File: config.mk
export PLATFORM = sky130hd
export DESIGN_NAME = cmd_frame_parser
export DESIGN_NICKNAME = d
export VERILOG_FILES = /design/src/rtl/cmd_frame_pkg.sv /design/src/rtl/cmd_frame_parser_cmd_byte_fetch.sv /design/src/rtl/cmd_frame_parser.sv
export SDC_FILE = /design/constraint.sdc
export NUM_CORES = 1
export LEC_CHECK = 0
export CORE_MARGIN = 2
export CORE_UTILIZATION = 38
export DETAILED_ROUTE_END_ITERATION = 8
export PLACE_DENSITY = 0.69
export SYNTH_ARGS = -nofsm -noshare
export SYNTH_HDL_FRONTEND = slang
export SYNTH_SLANG_ARGS = --single-unit
File: constraint.sdc
create_clock -name clk -period 3.11 [get_ports clk]
set_clock_uncertainty 0.15 [all_clocks]
set_input_delay 0.622 -clock clk [delete_from_list [all_inputs] [get_ports clk]]
set_output_delay 0.622 -clock clk [all_outputs]
set_load 0.02 [all_outputs]
File: src/rtl/cmd_frame_pkg.sv
// Shared constants for the command-frame parser: frame bytes, command codes,
// FSM state encodings and the control-register payload.
package cmd_frame_pkg;

    localparam int unsigned CNT_W   = 5;
    localparam int unsigned STATE_W = 3;

    localparam logic [7:0] HDR0       = 8'hEB;
    localparam logic [7:0] HDR1       = 8'h90;
    localparam logic [7:0] ACK_B      = 8'h5A;
    localparam logic [7:0] NAK_STATUS = 8'hFF;

    localparam logic [7:0] CMD_SWI = 8'h01;
    localparam logic [7:0] CMD_PWR = 8'h02;
    localparam logic [7:0] CMD_DBG = 8'h03;

    localparam logic [STATE_W-1:0] S_H0   = 3'd0;
    localparam logic [STATE_W-1:0] S_H1   = 3'd1;
    localparam logic [STATE_W-1:0] S_CMD  = 3'd2;
    localparam logic [STATE_W-1:0] S_ARG  = 3'd3;
    localparam logic [STATE_W-1:0] S_CHK  = 3'd4;
    localparam logic [STATE_W-1:0] S_EXEC = 3'd5;
    localparam logic [STATE_W-1:0] S_ACK0 = 3'd6;
    localparam logic [STATE_W-1:0] S_ACK1 = 3'd7;

    // Control registers driven towards the core
    typedef struct packed {
        logic debug_mode;
        logic force_pwr_b;
        logic force_pwr_a;
        logic pwr_on_b;
        logic pwr_on_a;
        logic force_swi;
        logic cmd_swi;
    } ctrl_t;

    // Frame checksum: CMD + ARG modulo 256
    function automatic logic chk_ok(input logic [7:0] cmd, input logic [7:0] arg,
                                    input logic [7:0] chk);
        return 8'(cmd + arg) == chk;
    endfunction

endpackage

File: src/rtl/cmd_frame_parser_cmd_byte_fetch.sv
// Byte fetcher: pops one byte from the comm RX FIFO and presents it to the
// parser one cycle later. Two cycles per byte so com_count can settle.
// Ports: clk, rst (sync, active-high); rec_command/com_count from the FIFO;
//        stall holds the FIFO (parser executing/replying); com_pop to the FIFO;
//        byte_vld/byte_data to the parser.
module cmd_byte_fetch
    import cmd_frame_pkg::*;
(
    input  logic             clk,
    input  logic             rst,
    input  logic [7:0]       rec_command,
    input  logic [CNT_W-1:0] com_count,
    input  logic             stall,
    output logic             com_pop,
    output logic             byte_vld,
    output logic [7:0]       byte_data
);

    // Pop only from idle; the valid cycle that follows is the settle cycle
    assign com_pop = !rst && !byte_vld && (com_count != '0) && !stall;

    // Capture the popped head byte
    always_ff @(posedge clk) begin
        if (rst) begin
            byte_vld  <= 1'b0;
            byte_data <= 8'h00;
        end else begin
            byte_vld <= com_pop;
            if (com_pop) begin
                byte_data <= rec_command;
            end
        end
    end

endmodule

File: src/rtl/cmd_frame_parser.sv
// Command-frame parser: validates EB 90 CMD ARG CHK frames drained from the
// comm RX FIFO, updates the switch/power/debug controls and answers each frame
// with a 5A + status reply to both CPU TX FIFOs.
// Ports: clk, rst (sync, active-high); rec_command/com_count/com_pop to the
//        RX FIFO; command_time_out_d inter-frame gap; tdr_cpuAB/tf_push_cpuAB
//        reply push; cmd_swi, force_swi, cmd_power_on_A/B,
//        force_power_control_A/B, debug_mode controls; error sticky status.
module cmd_frame_parser
    import cmd_frame_pkg::*;
(
    input  logic             clk,
    input  logic             rst,
    input  logic [7:0]       rec_command,
    input  logic [CNT_W-1:0] com_count,
    input  logic             command_time_out_d,
    output logic             com_pop,
    output logic [7:0]       tdr_cpuAB,
    output logic             tf_push_cpuAB,
    output logic             cmd_swi,
    output logic             force_swi,
    output logic             cmd_power_on_A,
    output logic             cmd_power_on_B,
    output logic             force_power_control_A,
    output logic             force_power_control_B,
    output logic             debug_mode,
    output logic             error
);

    logic [STATE_W-1:0] state, state_nxt, eff_state;
    logic               gap, gap_nxt;
    logic [7:0]         cmd_q, cmd_nxt, arg_q, arg_nxt, chk_q, chk_nxt;
    logic [7:0]         status_q, status_nxt;
    logic [7:0]         tdr_q, tdr_nxt;
    logic               push_q, push_nxt;
    logic               err_q, err_nxt;
    logic               good;
    ctrl_t              ctrl, ctrl_nxt;
    logic               byte_vld;
    logic [7:0]         byte_data;
    logic               stall;

    // FIFO is held while a frame is executed and answered
    assign stall = (state == S_EXEC) || (state == S_ACK0) || (state == S_ACK1);

    cmd_byte_fetch u_fetch (
        .clk         (clk),
        .rst         (rst),
        .rec_command (rec_command),
        .com_count   (com_count),
        .stall       (stall),
        .com_pop     (com_pop),
        .byte_vld    (byte_vld),
        .byte_data   (byte_data)
    );

    // State and output registers
    always_ff @(posedge clk) begin
        if (rst) begin
            state    <= S_H0;
            gap      <= 1'b0;
            cmd_q    <= 8'h00;
            arg_q    <= 8'h00;
            chk_q    <= 8'h00;
            status_q <= 8'h00;
            tdr_q    <= 8'h00;
            push_q   <= 1'b0;
            err_q    <= 1'b0;
            ctrl     <= '0;
        end else begin
            state    <= state_nxt;
            gap      <= gap_nxt;
            cmd_q    <= cmd_nxt;
            arg_q    <= arg_nxt;
            chk_q    <= chk_nxt;
            status_q <= status_nxt;
            tdr_q    <= tdr_nxt;
            push_q   <= push_nxt;
            err_q    <= err_nxt;
            ctrl     <= ctrl_nxt;
        end
    end

    // Next-state, frame decode and reply sequencing
    always_comb begin
        state_nxt  = state;
        gap_nxt    = gap;
        cmd_nxt    = cmd_q;
        arg_nxt    = arg_q;
        chk_nxt    = chk_q;
        status_nxt = status_q;
        tdr_nxt    = tdr_q;
        push_nxt   = 1'b0;
        err_nxt    = err_q;
        ctrl_nxt   = ctrl;
        good       = 1'b0;
        eff_state  = state;

        // Gap resync comes first; a byte in the same cycle is then seen from S_H0
        if (command_time_out_d && (state >= S_H1) && (state <= S_CHK)) begin
            eff_state = S_H0;
            state_nxt = S_H0;
            if (state != S_H1) begin
                err_nxt = 1'b1;
            end
        end

        case (eff_state)
            S_H0: begin
                if (byte_vld && (byte_data == HDR0)) begin
                    state_nxt = S_H1;
                end
            end
            S_H1: begin
                if (byte_vld) begin
                    if (byte_data == HDR1) begin
                        state_nxt = S_CMD;
                    end else if (byte_data != HDR0) begin
                        state_nxt = S_H0;
                    end
                end
            end
            S_CMD: begin
                if (byte_vld) begin
                    cmd_nxt   = byte_data;
                    state_nxt = S_ARG;
                end
            end
            S_ARG: begin
                if (byte_vld) begin
                    arg_nxt   = byte_data;
                    state_nxt = S_CHK;
                end
            end
            S_CHK: begin
                if (byte_vld) begin
                    chk_nxt   = byte_data;
                    state_nxt = S_EXEC;
                end
            end
            S_EXEC: begin
                if (chk_ok(cmd_q, arg_q, chk_q)) begin
                    case (cmd_q)
                        CMD_SWI: begin
                            ctrl_nxt.cmd_swi   = arg_q[0];
                            ctrl_nxt.force_swi = arg_q[1];
                            good               = 1'b1;
                        end
                        CMD_PWR: begin
                            ctrl_nxt.pwr_on_a    = arg_q[0];
                            ctrl_nxt.pwr_on_b    = arg_q[1];
                            ctrl_nxt.force_pwr_a = arg_q[2];
                            ctrl_nxt.force_pwr_b = arg_q[3];
                            good                 = 1'b1;
                        end
                        CMD_DBG: begin
                            ctrl_nxt.debug_mode = arg_q[0];
                            good                = 1'b1;
                        end
                        default: good = 1'b0;
                    endcase
                end
                err_nxt    = !good;
                status_nxt = good ? cmd_q : NAK_STATUS;
                gap_nxt    = 1'b0;
                state_nxt  = S_ACK0;
            end
            // Each reply byte is followed by an idle cycle (gap) so pushes never abut
            S_ACK0: begin
                if (!gap) begin
                    push_nxt = 1'b1;
                    tdr_nxt  = ACK_B;
                    gap_nxt  = 1'b1;
                end else begin
                    gap_nxt   = 1'b0;
                    state_nxt = S_ACK1;
                end
            end
            S_ACK1: begin
                if (!gap) begin
                    push_nxt = 1'b1;
                    tdr_nxt  = status_q;
                    gap_nxt  = 1'b1;
                end else begin
                    gap_nxt   = 1'b0;
                    state_nxt = S_H0;
                end
            end
            default: state_nxt = S_H0;
        endcase
    end

    assign tdr_cpuAB             = tdr_q;
    assign tf_push_cpuAB         = push_q;
    assign cmd_swi               = ctrl.cmd_swi;
    assign force_swi             = ctrl.force_swi;
    assign cmd_power_on_A        = ctrl.pwr_on_a;
    assign cmd_power_on_B        = ctrl.pwr_on_b;
    assign force_power_control_A = ctrl.force_pwr_a;
    assign force_power_control_B = ctrl.force_pwr_b;
    assign debug_mode            = ctrl.debug_mode;
    assign error                 = err_q;

endmodule
==> results by group <==
STA
  – Rel. slew slack: 62.39%
  – RSZ-0062 raised after global routing: false
  – Fin crit period: 2.956 ns
  – Final Max Tran Viols: 0
  – Least-Margin Pin Slew: 0.5626 ns
  – WHS: 0.3012 ns
  – Crit share post-route: 95.06%
  – Final hold vios: 0
  – Setup violation total in the final timing report: 0
  – Worst setup margin: 0.1535 ns
  – Fmax: 338.2 MHz

Flow run
  – MaxCap Viol Count: 0

Floorplanning
  – Chip height: 91.03 um
  – Die area: 0.008286 sq mm
  – Io pins: 34
  – Core area: 0.007292 sq mm
  – Starting density of the core: 39.46%
  – Site row count: 31
  – Die W: 91.03 um

Synth
  – Synth unique cells: 49
  – Post-synth EDFFs: 0
  – Post-Syn Area: 0.002878 sq mm
  – Syn nets: 356
  – Synth Instances: 332
  – FFs w/ async S/R, synth: 0%
  – Seq/Total Area, Yosys: 43.13%
  – Seq cells post-synth: 62
  – Mapped Avg Cell Area: 8.668 sq um
  – Ys Warns: 0
  – Synth Flop Type: dfxtp_1

Global route
  – Initial antenna violation count: 0
  – First-pass GRT wire length: 11,010 um
  – Vias in the first global route: 2,321
  – Gr ovfl total: 0
  – Tot GR Track Use: 16.42%
  – Pin count of the biggest net entering global routing: 52

Power and ir drop
  – Leak Pwr: 0.001414 uW
  – Worst vdd ir: 239.6 uV
  – Cell Pwr Density: 442.0 mW/mm^2

Worst setup path
  – Slowest stage cell, crit path: or4_1
  – Setup Crit Path Kind: in -> out
  – Largest delay contributor family on the critical path: buffers and inverters
  – Reg2reg start: cmd_q[0]$_SDFFE_PP0P_
  – R2R Setup Slk: 0.22 ns
  – Worst-path cell chain: clkdlybuf4s50_1 -> or4_1 -> o2111ai_2 -> clkinv_1 -> dlygate4sd2_1
  – Worst reg2reg endpoint: debug_mode$_SDFFE_PP0P_
  – Crit path launch type: input port
  – Stages on worst setup path: 5
  – Worst Setup EP: com_pop
  – Critical Path AT: 2.18 ns
  – Crit Path Max Fanout: 2
  – Worst setup EP type: output port
  – CP required: 2.34 ns
  – Worst setup path startpoint: com_count[0]
  – FF-to-FF path depth: 8
  – CP max stage delay: 0.53 ns
  – Crit path buffers/inverters: 3

Placed design
  – Placed Cells: 459
  – Pre-CTS setup slack: -0.07002 ns
  – Port Buffer Count: 33
  – Final Wtd Congestion: 0.8556
  – Detail Placement HPWL: 4350 um

Route
  – Number of DRC markers in iteration 0: 103
  – Drt total wl: 6194 um
  – Antenna-violating nets left: 0
  – Initial DRT Pass Iterations: 5
  – DRC violations left: 0
  – Vias/cell: 5.149
  – Vias: 2,446
  – Drt wl/cell: 13.04 um

Clock network
  – H-tree level count: 3
  – Root buffer cell: clkbuf_8
  – Clock sink count: 62
  – Setup Buffers After CTS: 0
  – CTS tree: done
  – Cts bufs inserted: 9
  – Clock insertion delay at the later pin of the skew report: 0.34 ns
  – Worst-path clk slew: 0.07 ns
  – Max clock buf depth: 2

Final layout
  – Share of cells above drive strength 1: 9.043%
  – Antenna Cells: 0
  – Synth-to-Final Area Change: 23.00%
  – Most frequent cells in the layout: 62 x dfxtp_1, 50 x nor2_1, 32 x a21oi_1, 32 x nand2_1, 32 x clkdlybuf4s50_1
  – Fin nets: 395
  – Final Instance Count excl. Fillers: 475
  – Commonest non-fill, non-tap cell in the layout: dfxtp_1

Run status
  – Outcome: finished, final reports clean

Hold path
  – Min-delay worst type: reg -> reg
## logic make-up (layout without fill, tap and decap cells)
| group | after synthesis | in the layout | synth area share, % |
|---|---|---|---|
| simple gates | 126 | 126 | 20.74 |
| compound gates | 79 | 79 | 17.74 |
| flops | 62 | 62 | 43.13 |
| mux | 24 | 24 | 8.348 |
| buf+inv | 23 | 67 | 3.261 |
| xor+xnor | 10 | 10 | 3.044 |
| fa+ha+maj | 8 | 8 | 3.739 |
## final cells by class
class	instances	area (sq um)
clock buffer	10	127.6
clock inverter	6	61.31
fill	752	3752
inverter	8	30.03
multi-input combinational	247	1551
sequential	62	1241
tap	99	123.9
timing repair buffer	43	404.1
## registers in the layout (all words and copies together) (netlist names)
name / flops
arg_q: 8
chk_q: 8
cmd_q: 8
status_q: 8
tdr_cpuAB: 8
u_fetch.byte_data: 8
state: 3
cmd_power_on_A: 1
cmd_power_on_B: 1
cmd_swi: 1
debug_mode: 1
error: 1
force_power_control_A: 1
force_power_control_B: 1
force_swi: 1
gap: 1
tf_push_cpuAB: 1
u_fetch.byte_vld: 1
## metrics by stage
step / utilization, % / cell area, sq um / TNS (ns) / power (uW)
after floorplan: - / 2878 / 0 / 859.5
after global placement: 45.85 / 3343 / -0.05590 / 894.4
after detailed placement: 45.85 / 3343 / -0.07002 / 895.9
after CTS: 48.42 / 3531 / 0 / 1587
after global routing: 48.54 / 3540 / 0 / 1630
final: 48.54 / 3540 / 0 / 1565
## worst register-to-register path, stage by stage (launching register included)
cell and delay [ns]:
dfxtp_1 0.31, ha_1 0.22, fa_1 0.42, a211oi_2 0.31, o21bai_1 0.13, a211oi_2 0.36, o211ai_4 0.18, or4_1 0.55
a21oi_1 0.18
## worst min path at each step
stage | start | to | cells after the start
4_1_cts | tdr_cpuAB[4]$_SDFFE_PP0P_ | tdr_cpuAB[4]$_SDFFE_PP0P_ | 2
3_3_place_gp | tdr_cpuAB[7]$_SDFFE_PP0P_ | tdr_cpuAB[7]$_SDFFE_PP0P_ | 2
3_5_place_dp | tdr_cpuAB[4]$_SDFFE_PP0P_ | tdr_cpuAB[4]$_SDFFE_PP0P_ | 2
6_report | tdr_cpuAB[4]$_SDFFE_PP0P_ | tdr_cpuAB[4]$_SDFFE_PP0P_ | 2
5_1_grt | tdr_cpuAB[7]$_SDFFE_PP0P_ | tdr_cpuAB[7]$_SDFFE_PP0P_ | 2
2_1_floorplan | status_q[3]$_SDFFE_PP0P_ | status_q[3]$_SDFFE_PP0P_ | 2
## power by group
part | internal (uW) | switching (uW) | total [uW]
clock | 368 | 319 | 688
combinational | 31.7 | 32.6 | 64.3
sequential | 801 | 11.9 | 813
total | 1200 | 364 | 1560
## metal layers
metal / routed length (um) / part of all wire [%] / track usage [%]
met2: 2678 / 43 / 24.01
met5: 0 / 0 / 0
met1: 3129 / 51 / 22.64
met4: 121 / 2.0 / 7.323
met3: 264 / 4.3 / 4.315
## cells in the mapped netlist, types with 2 or more instances
master     n  area [sq um]
or4_1      4         30.03
o211ai_2   2         25.02
nand2_1   32         120.1
a21oi_1   32         160.2
ha_1       7         87.58
dfxtp_1   62          1241
o21ai_0   19         95.09
and3_1     3         18.77
o21a_1     2         15.01
inv_1      7         26.28
o211a_1    2         20.02
a31oi_1    2         12.51
nor2b_1    4         25.02
nand3_1    8         40.04
o31ai_1    4         30.03
nor4_1     2         12.51
xnor2_1    7         61.31
xor2_1     3         26.28
o211ai_1   2         15.01
nor3_1     6         30.03
mux2i_1   24         240.2
a211oi_2   2         25.02
clkbuf_1  13         48.80
nor2_1    50         187.7
nand4_1    7         43.79
and2_1     3         18.77
## what timing repair did
item	in CTS	in global routing
hold buffers	0	0
gates resized for setup	1	1
endpoints found under the setup margin	1	1
(Power assumes the default switching activity.)
